<file path="config.mk">
export PLATFORM = sky130hd
export DESIGN_NAME = div_iter_flat
export DESIGN_NICKNAME = d
export VERILOG_FILES = /design/src/rtl/div_iter_if.sv /design/src/rtl/div_iter.sv /design/src/flat_wrapper.sv
export SDC_FILE = /design/constraint.sdc
export NUM_CORES = 1
export LEC_CHECK = 0
export ABC_AREA = 1
export BUFFER_PORTS_ARGS = -buffer_cell sky130_fd_sc_hd__buf_2
export CORE_AREA = 10 10 145 147
export DETAILED_ROUTE_END_ITERATION = 10
export DIE_AREA = 0 0 155 157
export GPL_ROUTABILITY_DRIVEN = 1
export PLACE_DENSITY_LB_ADDON = 0.05
export SLEW_MARGIN = 20
export SYNTH_ARGS = -nofsm -noshare
export SYNTH_HDL_FRONTEND = slang
export SYNTH_SLANG_ARGS = --single-unit
</file>
<file path="constraint.sdc">
create_clock -name clk -period 2.2 [get_ports clk]
set_input_delay 0.44 -clock clk [delete_from_list [all_inputs] [get_ports clk]]
set_output_delay 0.44 -clock clk [all_outputs]
set_load 0.01 [all_outputs]
</file>
<file path="src/rtl/div_iter_if.sv">
// Stream-style operand/result bundle for the iterative divider.
// The execute stage drives the master side; div_iter is the slave.
interface div_iter_if #(
  parameter int WIDTH = 32
);
  logic               s_axis_divisor_tvalid;
  logic [WIDTH-1:0]   s_axis_divisor_tdata;
  logic               s_axis_dividend_tvalid;
  logic [WIDTH-1:0]   s_axis_dividend_tdata;
  logic               m_axis_dout_tvalid;
  logic [2*WIDTH-1:0] m_axis_dout_tdata;

  modport master (
    output s_axis_divisor_tvalid, s_axis_divisor_tdata,
    output s_axis_dividend_tvalid, s_axis_dividend_tdata,
    input  m_axis_dout_tvalid, m_axis_dout_tdata
  );

  modport slave (
    input  s_axis_divisor_tvalid, s_axis_divisor_tdata,
    input  s_axis_dividend_tvalid, s_axis_dividend_tdata,
    output m_axis_dout_tvalid, m_axis_dout_tdata
  );
endinterface

</file>
<file path="src/rtl/div_iter.sv">
// Iterative radix-2 restoring unsigned divider, result {quotient, remainder}.
// Optional macro DIV_EARLY_EXIT_EN skips leading-zero dividend bits and bypasses divide-by-zero.
module div_iter #(
  parameter int WIDTH = 32
) (
  input logic       clk,
  input logic       reset,
  div_iter_if.slave bus
);
  localparam int CW = $clog2(WIDTH + 1);

  typedef enum logic [1:0] {
    IDLE = 2'd0,
    BUSY = 2'd1,
    DONE = 2'd2
  } state_t;

  state_t             r_state;
  state_t             w_state_nxt;
  logic [CW-1:0]      r_cnt;
  logic [WIDTH:0]     r_rem;
  logic [WIDTH-1:0]   r_quo;
  logic [WIDTH-1:0]   r_dvs;
  logic               r_tvalid;
  logic [2*WIDTH-1:0] r_tdata;

  logic               w_start;
  logic [WIDTH:0]     w_shift;
  logic [WIDTH:0]     w_trial;
  logic [WIDTH:0]     w_rem_nxt;
  logic [WIDTH-1:0]   w_quo_nxt;
  logic [2*WIDTH-1:0] w_result;
  logic [CW-1:0]      w_cnt_init;
  logic [WIDTH-1:0]   w_quo_init;
  logic               w_unused;

`ifdef DIV_EARLY_EXIT_EN
  logic               r_byp;
  logic               w_byp_init;
  logic [CW-1:0]      w_lz;

  function automatic logic [CW-1:0] clz(input logic [WIDTH-1:0] v);
    logic [CW-1:0] n;
    logic          found;
    n     = CW'(WIDTH);
    found = 1'b0;
    for (int i = WIDTH - 1; i >= 0; i--) begin
      if (!found && v[i]) begin
        n     = CW'(WIDTH - 1 - i);
        found = 1'b1;
      end
    end
    return n;
  endfunction
`endif

  assign w_start  = bus.s_axis_divisor_tvalid && bus.s_axis_dividend_tvalid;
  // Remainder stays below the divisor, so its top bit is always zero after a step.
  assign w_unused = r_rem[WIDTH];

  // Operand preparation for a newly accepted start.
  always_comb begin
    w_cnt_init = CW'(WIDTH - 1);
    w_quo_init = bus.s_axis_dividend_tdata;
`ifdef DIV_EARLY_EXIT_EN
    w_lz       = clz(bus.s_axis_dividend_tdata);
    w_byp_init = 1'b0;
    if (bus.s_axis_divisor_tdata == {WIDTH{1'b0}}) begin
      w_cnt_init = {CW{1'b0}};
      w_byp_init = 1'b1;
    end else if (w_lz == CW'(WIDTH)) begin
      w_cnt_init = {CW{1'b0}};
      w_quo_init = {WIDTH{1'b0}};
    end else begin
      w_cnt_init = CW'(WIDTH - 1) - w_lz;
      w_quo_init = bus.s_axis_dividend_tdata << w_lz;
    end
`endif
  end

  // One restoring iteration and the value presented on completion.
  always_comb begin
    w_shift   = {r_rem[WIDTH-1:0], r_quo[WIDTH-1]};
    w_trial   = w_shift - {1'b0, r_dvs};
    w_rem_nxt = w_shift;
    w_quo_nxt = {r_quo[WIDTH-2:0], 1'b0};
    if (!w_trial[WIDTH]) begin
      w_rem_nxt = w_trial;
      w_quo_nxt = {r_quo[WIDTH-2:0], 1'b1};
    end else begin
      w_rem_nxt = w_shift;
    end
    w_result = {w_quo_nxt, w_rem_nxt[WIDTH-1:0]};
`ifdef DIV_EARLY_EXIT_EN
    if (r_byp) begin
      w_result = {{WIDTH{1'b1}}, r_quo};
    end else begin
      w_result = {w_quo_nxt, w_rem_nxt[WIDTH-1:0]};
    end
`endif
  end

  // Next-state logic; a start in any state (re)starts the operation.
  always_comb begin
    w_state_nxt = r_state;
    case (r_state)
      IDLE: begin
        if (w_start) w_state_nxt = BUSY;
        else         w_state_nxt = IDLE;
      end
      BUSY: begin
        if (w_start)                  w_state_nxt = BUSY;
        else if (r_cnt == {CW{1'b0}}) w_state_nxt = DONE;
        else                          w_state_nxt = BUSY;
      end
      DONE: begin
        if (w_start) w_state_nxt = BUSY;
        else         w_state_nxt = IDLE;
      end
      default: w_state_nxt = IDLE;
    endcase
  end

  // State register.
  always_ff @(posedge clk) begin
    if (reset) r_state <= IDLE;
    else       r_state <= w_state_nxt;
  end

  // Datapath, iteration counter and registered result.
  always_ff @(posedge clk) begin
    if (reset) begin
      r_cnt    <= {CW{1'b0}};
      r_rem    <= {(WIDTH+1){1'b0}};
      r_quo    <= {WIDTH{1'b0}};
      r_dvs    <= {WIDTH{1'b0}};
      r_tvalid <= 1'b0;
      r_tdata  <= {(2*WIDTH){1'b0}};
`ifdef DIV_EARLY_EXIT_EN
      r_byp    <= 1'b0;
`endif
    end else begin
      r_tvalid <= 1'b0;
      if (w_start) begin
        r_cnt <= w_cnt_init;
        r_rem <= {(WIDTH+1){1'b0}};
        r_quo <= w_quo_init;
        r_dvs <= bus.s_axis_divisor_tdata;
`ifdef DIV_EARLY_EXIT_EN
        r_byp <= w_byp_init;
`endif
      end else if (r_state == BUSY) begin
        r_rem <= w_rem_nxt;
        r_quo <= w_quo_nxt;
        if (r_cnt == {CW{1'b0}}) begin
          r_tvalid <= 1'b1;
          r_tdata  <= w_result;
        end else begin
          r_cnt <= r_cnt - CW'(1);
        end
      end
    end
  end

  assign bus.m_axis_dout_tvalid = r_tvalid;
  assign bus.m_axis_dout_tdata  = r_tdata;
endmodule

</file>
<file path="src/flat_wrapper.sv">
// flat-port wrapper written by rule: the top's interface ports become plain ports
module div_iter_flat 
#(
  parameter int WIDTH = 32
)
  (clk, reset, bus_s_axis_divisor_tvalid, bus_s_axis_divisor_tdata, bus_s_axis_dividend_tvalid, bus_s_axis_dividend_tdata, bus_m_axis_dout_tvalid, bus_m_axis_dout_tdata);
  div_iter_if #(.WIDTH(WIDTH)) bus_i ();
  input logic clk;
  input logic reset;
  input wire logic [$bits(bus_i.s_axis_divisor_tvalid)-1:0] bus_s_axis_divisor_tvalid;
  input wire logic [$bits(bus_i.s_axis_divisor_tdata)-1:0] bus_s_axis_divisor_tdata;
  input wire logic [$bits(bus_i.s_axis_dividend_tvalid)-1:0] bus_s_axis_dividend_tvalid;
  input wire logic [$bits(bus_i.s_axis_dividend_tdata)-1:0] bus_s_axis_dividend_tdata;
  output wire logic [$bits(bus_i.m_axis_dout_tvalid)-1:0] bus_m_axis_dout_tvalid;
  output wire logic [$bits(bus_i.m_axis_dout_tdata)-1:0] bus_m_axis_dout_tdata;
  assign bus_i.s_axis_divisor_tvalid = bus_s_axis_divisor_tvalid;
  assign bus_i.s_axis_divisor_tdata = bus_s_axis_divisor_tdata;
  assign bus_i.s_axis_dividend_tvalid = bus_s_axis_dividend_tvalid;
  assign bus_i.s_axis_dividend_tdata = bus_s_axis_dividend_tdata;
  assign bus_m_axis_dout_tvalid = bus_i.m_axis_dout_tvalid;
  assign bus_m_axis_dout_tdata = bus_i.m_axis_dout_tdata;
  div_iter #(.WIDTH(WIDTH)) u_core (.clk(clk), .reset(reset), .bus(bus_i));
endmodule
</file>
Yosys cells after proc, flatten, opt, wreduce, memory -nomap -nowiden --
Cells that the tools add are included.
Storage, ports and cells: flip-flop bits (word level) 169, bits of input ports 68, output and inout port bits 65, word-level logic and storage cells 38
Operators by class: add/sub/neg operators 2, eq/ne operators 3, multiplexer cells 12, bitwise logic cells 3, reductions and logical operators 10
Operator list (count):
- two-way mux 32 bit | 3
- subtractor 33 x 32 -> 33 bit | 1
- two-way mux 5 bit | 3
- zero test 6 bit | 1
- subtractor 6 x 1 -> 6 bit (second input constant) | 1
- two-way mux 2 bit | 2
- case mux 2 bit (2 select lines) | 1
- AND reduction 2 bit | 2
- OR reduction 2 bit | 2
- two-way mux 1 bit | 3
- NOT 1 bit | 3
- AND reduction 3 bit | 1
- OR reduction 3 bit | 1
- == test 2 x 1 -> 1 bit (second input constant) | 1
- == test 2 bit (second input constant) | 1
- zero test 2 bit | 1
- inequality test 2 x 1 -> 1 bit (second input constant) | 1
- nonzero test 2 bit | 1
- logical AND 1 bit | 1

Logic depth before layout (Yosys ltp) --
word-level depth 4, depth in mapped cells 19, gate-level depth less buffers 18

Least setup slack after synthesis --
No wires, ideal clock.
path kind register -> register, start register u_core.r_quo[31], end register u_core.r_rem[22], setup time 0.109 ns, arrival time 2.109 ns, required time 2.091 ns, path slack -0.018 ns, cell stages (with the launch flop) 20, path buffers 2, period minus slack after synthesis 2.218 ns, cells stage by stage dfxtp_1 -> inv_1 -> ha_1 -> fa_1 -> inv_1 -> nand2_1 -> nand2_1 -> nand3_1 -> nand2_2 -> nand2_1 -> nand2_2 -> nand2_2 -> nand2_2 -> nand2_2 -> buf_6 -> buf_6 -> nand3_2 -> nand3_1 -> nand2_1 -> inv_1
On the way: word-level cells in the longest chain between the ends 2
RTL lines:
- start: declaration | line div_iter.sv:22 | logic [WIDTH-1:0] r_quo;
- start signal: assignment | line div_iter.sv:135 | r_quo <= {WIDTH{1'b0}};
- start signal: assignment | line div_iter.sv:147 | r_quo <= w_quo_init;
- start signal: assignment | line div_iter.sv:154 | r_quo <= w_quo_nxt;
- subtractor 33 x 32 -> 33 bit | line div_iter.sv:84 | w_trial = w_shift - {1'b0, r_dvs};
- two-way mux 32 bit | line div_iter.sv:87 | if (!w_trial[WIDTH]) begin
- end signal: assignment | line div_iter.sv:134 | r_rem <= {(WIDTH+1){1'b0}};
- end signal: assignment | line div_iter.sv:146 | r_rem <= {(WIDTH+1){1'b0}};
- end signal: assignment | line div_iter.sv:153 | r_rem <= w_rem_nxt;
- end: declaration | line div_iter.sv:21 | logic [WIDTH:0] r_rem;
Every way passes these cells. A chain may end at the register's enable or synchronous reset.

Final worst setup path --
start register u_core.r_dvs[3], end register u_core.r_rem[23]
On the way: word-level cells in the longest chain between the ends 2
RTL lines:
- start: declaration | line div_iter.sv:23 | logic [WIDTH-1:0] r_dvs;
- start signal: assignment | line div_iter.sv:136 | r_dvs <= {WIDTH{1'b0}};
- start signal: assignment | line div_iter.sv:148 | r_dvs <= bus.s_axis_divisor_tdata;
- subtractor 33 x 32 -> 33 bit | line div_iter.sv:84
- two-way mux 32 bit | line div_iter.sv:87
Every way passes these cells.

==> metrics.md <==
| Metric | Value |
|---|---|
| # DRC | 0 |
| Core area | 18300 um^2 |
| First-pass GRT wire length | 45.6 mm |
| Pin count of the biggest net entering global routing | 82 |
| Cts hold-fix bufs | 0 |
| Setup crit end kind | flip-flop |
| Tcrit/Tclk final | 1.01 |
| Root buf cell | clkbuf_16 |
| Num ports | 133 |
| Asr flop ratio synth | 0 |
| Drt pass-1 iters | 5 |
| Status | finished with violations |
| Pwr Density | 800 nW/um^2 |
| Mapped Area | 9510 um^2 |
| Area fraction in compound gates after synthesis | 0.103 |
| Synth Area in Adders | 0.0455 |
| Filler instances | 1740 |
| Failing checks | negative setup slack |
| P_leak | 6.14 nW |
| Nets@finish | 1806 |
| Footprint of the multi-input gates | 5500 um^2 |
| Share of cells above drive strength 1 | 0.218 |
| Die width | 155 um |
| Number of synthesized flops with an enable pin | 0 |
| Setup WS post-layout | -26.0 ps |
| Routed len/inst | 13.9 um |
| Fin. max-slew vios | 0 |
| RSZ-0062 raised after global routing | true |
| Critical path peak fanout | 7 |
| Final RePlAce weighted congestion | 0.971 |
| Area delta synth->final | 27.0% |
| CTS tree | built |
| Normalized max-slew margin | 0.523 |
| Yosys reg bits | 169 |
| Share of the synthesized area in the top cell type | 0.356 |
| Vias in the first global route | 9478 |
| Combinational family with the most area after synthesis | simple AND/OR/NAND/NOR gates |
| CP max stage cell | ha_1 |
| Fmax | 449 MHz |
| Top cell by count, worst path | nand2_4 |
| TritonCTS buffer count | 17 |
| Die Height | 157 um |
| CP Cell Sequence | inv_1 -> ha_1 -> or2_1 -> nand3_2 -> nand2_2 -> nand2_1 -> nand2_2 -> nand2_4 -> nand2_4 -> nand2_4 -> nand2_4 -> buf_8 -> buf_12 -> nand2_2 -> nand3_1 -> nand2_1 -> inv_1 |
| Via Count | 9703 |
| Clk Latency, worst-skew pair | 450 ps |
| CP top delay family | simple AND/OR/NAND/NOR gates |
| Clk_skew | 13.5 ps |
| Worst-path clk slew | 80 ps |
| Max VDD drop | 0.000626 V |
| Final WL | 27.1 mm |
| Commonest cells in the netlist | 499 x nand2_1, 230 x inv_1, 173 x nor2_1, 169 x dfxtp_1, 118 x nand3_1 |
| Mux contribution to synthesized area | 0 |
| Top FF cell, synth | dfxtp_1 |
| Count leader, synth | nand2_1 |
| CP required | 2540 ps |
| Slowest stage delay, CP | 360 ps |
| Sequential Area | 3390 um^2 |
| Syn Nets | 1627 |
| Worst-case clock buffer depth | 2 |
| DR iter-0 viols | 467 |
| Synth Area in Simple Gates | 0.359 |
| Num Clock Sinks | 169 |
| ANT nets after route | 0 |
| Avg Inst Size Synth | 6.24 um^2 |
| DIE AREA | 24300 um^2 |
| Final TNS setup | -104 ps |
| Dominant cell type by area after synthesis | dfxtp_1 |
| Critical path launch point type | flip-flop |
| All-Layer GR Usage | 0.224 |
| Rows | 50 |
| Drt via density | 4.97 |
| Final global-route overflow total | 0 |
| Initial antenna violation count | 2 |
| Synth top area cells | dfxtp_1 36%, nand2_1 20%, inv_1 9.1% |
| Pre-CTS setup slack | -93.6 ps |
| Number of I/O port buffers | 132 |
| Worst path arrival time | 2570 ps |
| Setup CP Type | flip-flop to flip-flop |
| Maxcap violations | 0 |
| Syn. warnings | 0 |
| Final Hold Vio Count | 0 |
| Initial Utilization | 0.519 |
| Register area share after synthesis | 0.356 |
| CTS H-tree lvls | 4 |
| Final min period | 2230 ps |
| Post-DP HPWL | 19.9 mm |
| Post-Synth XOR/XNOR Area | 0.0138 |
| Cells after synthesis | 1525 |
| Unique cell type count in the Yosys netlist | 36 |
| Min-delay worst type | input port to flip-flop |
| Slew @ Worst Pin | 715 ps |
| Worst path buffer plus inverter count | 4 |
| # diodes | 0 |
| Final Setup Violations | 7 |
==> path summary, 6_finish.rpt <==
path | depth (start not counted) | slack (ps) | end | start
min reg2reg | 1 | 440 | u_core.r_state[0] | u_core.r_state[0]
max reg2reg | 17 | -30 | u_core.r_rem[23] | u_core.r_dvs[3]
min | 3 | 260 | u_core.r_quo[28] | bus_s_axis_dividend_tdata[28]
max | 17 | -30 | u_core.r_rem[23] | u_core.r_dvs[3]
==> kinds of logic after synthesis <==
family / after synthesis
buf+inv: 295
flops: 169
simple gates: 832
xor+xnor: 15
fa+ha+maj: 34
compound gates: 180
==> stage by stage <==
stage	std cells	hold slack, ps	utilization	area [um^2]	total power [mW]
6_report	1951	262	0.659	12100	9.66
3_5_place_dp	1908	429	0.590	10800	6.23
4_1_cts	1949	245	0.639	11700	9.51
2_1_floorplan	1525	413	-	9520	5.26
5_1_grt	1951	256	0.659	12100	10.3
3_3_place_gp	1908	427	0.590	10800	6.21
==> cell type report <==
type	instances	area share
clock buffers	18	0.0355
clock inverters	14	0.0145
multi-input cells	1061	0.455
well taps	234	0.0242
flip-flops and latches	169	0.280
inverters	234	0.0727
repair buffers	221	0.118
==> state kept, by name, summed over array words and instances (netlist names) <==
register                       flops
u_core.r_rem                      32
u_core.bus.m_axis_dout_tdata      64
u_core.r_cnt                       6
u_core.r_quo                      32
u_core.r_state                     2
u_core.r_dvs                      32
u_core.bus.m_axis_dout_tvalid      1
==> worst min-delay path: stages <==
cell and delay [ps]:
buf_2 100, nand2_1 50, a31oi_1 70
==> cell usage in the layout, fill, tap and decap left out, types with 2 or more instances in the layout <==
cell and count:
a31oi_1 31, o21ai_0 40, dfxtp_2 3, nor3_1 4, nor3_2 3, buf_8 2
clkinv_8 6, buf_4 80, nor2_2 6, nand2_1 468, nand2_4 13, clkbuf_16 17
o21bai_1 6, buf_6 3, ha_1 17, nand3_1 91, buf_2 131, a22oi_1 2
buf_12 5, o21ai_1 2, and2_1 3, dfxtp_1 166, a211oi_1 2, a21oi_2 7
nand2_2 24, inv_6 5, inv_1 226, inv_2 8, xor2_1 14, nand4_1 8
ha_4 15, nor2_4 2, a21oi_1 86, inv_8 3, nand3_2 37, nor2_1 169
==> power by group <==
group / total (mW) / internal [mW] / switching (mW) / leakage, nW
registers: 3.34 / 3.23 / 0.109 / 1.38
logic: 3.28 / 1.28 / 2.00 / 4.47
clock network: 3.05 / 1.54 / 1.50 / 0.293
==> repair_timing <==
| action | CTS | global route |
|---|---|---|
| gates cloned | 0 | 0 |
| setup buffers | 9 | 2 |
| pin swaps | 9 | 23 |
| endpoints found under the setup margin | 59 | 66 |
| gates resized for setup | 46 | 73 |
==> per-layer routing <==
metal / share of wire / up-vias / track usage
met4: 0.020 / 2 / 0.0693
met1: 0.45 / 4385 / 0.272
met5: 0.00048 / - / 0
met3: 0.052 / 40 / 0.0551
li1: - / 5087 / -
met2: 0.47 / 189 / 0.382
Power figures use the tool's default switching activity.
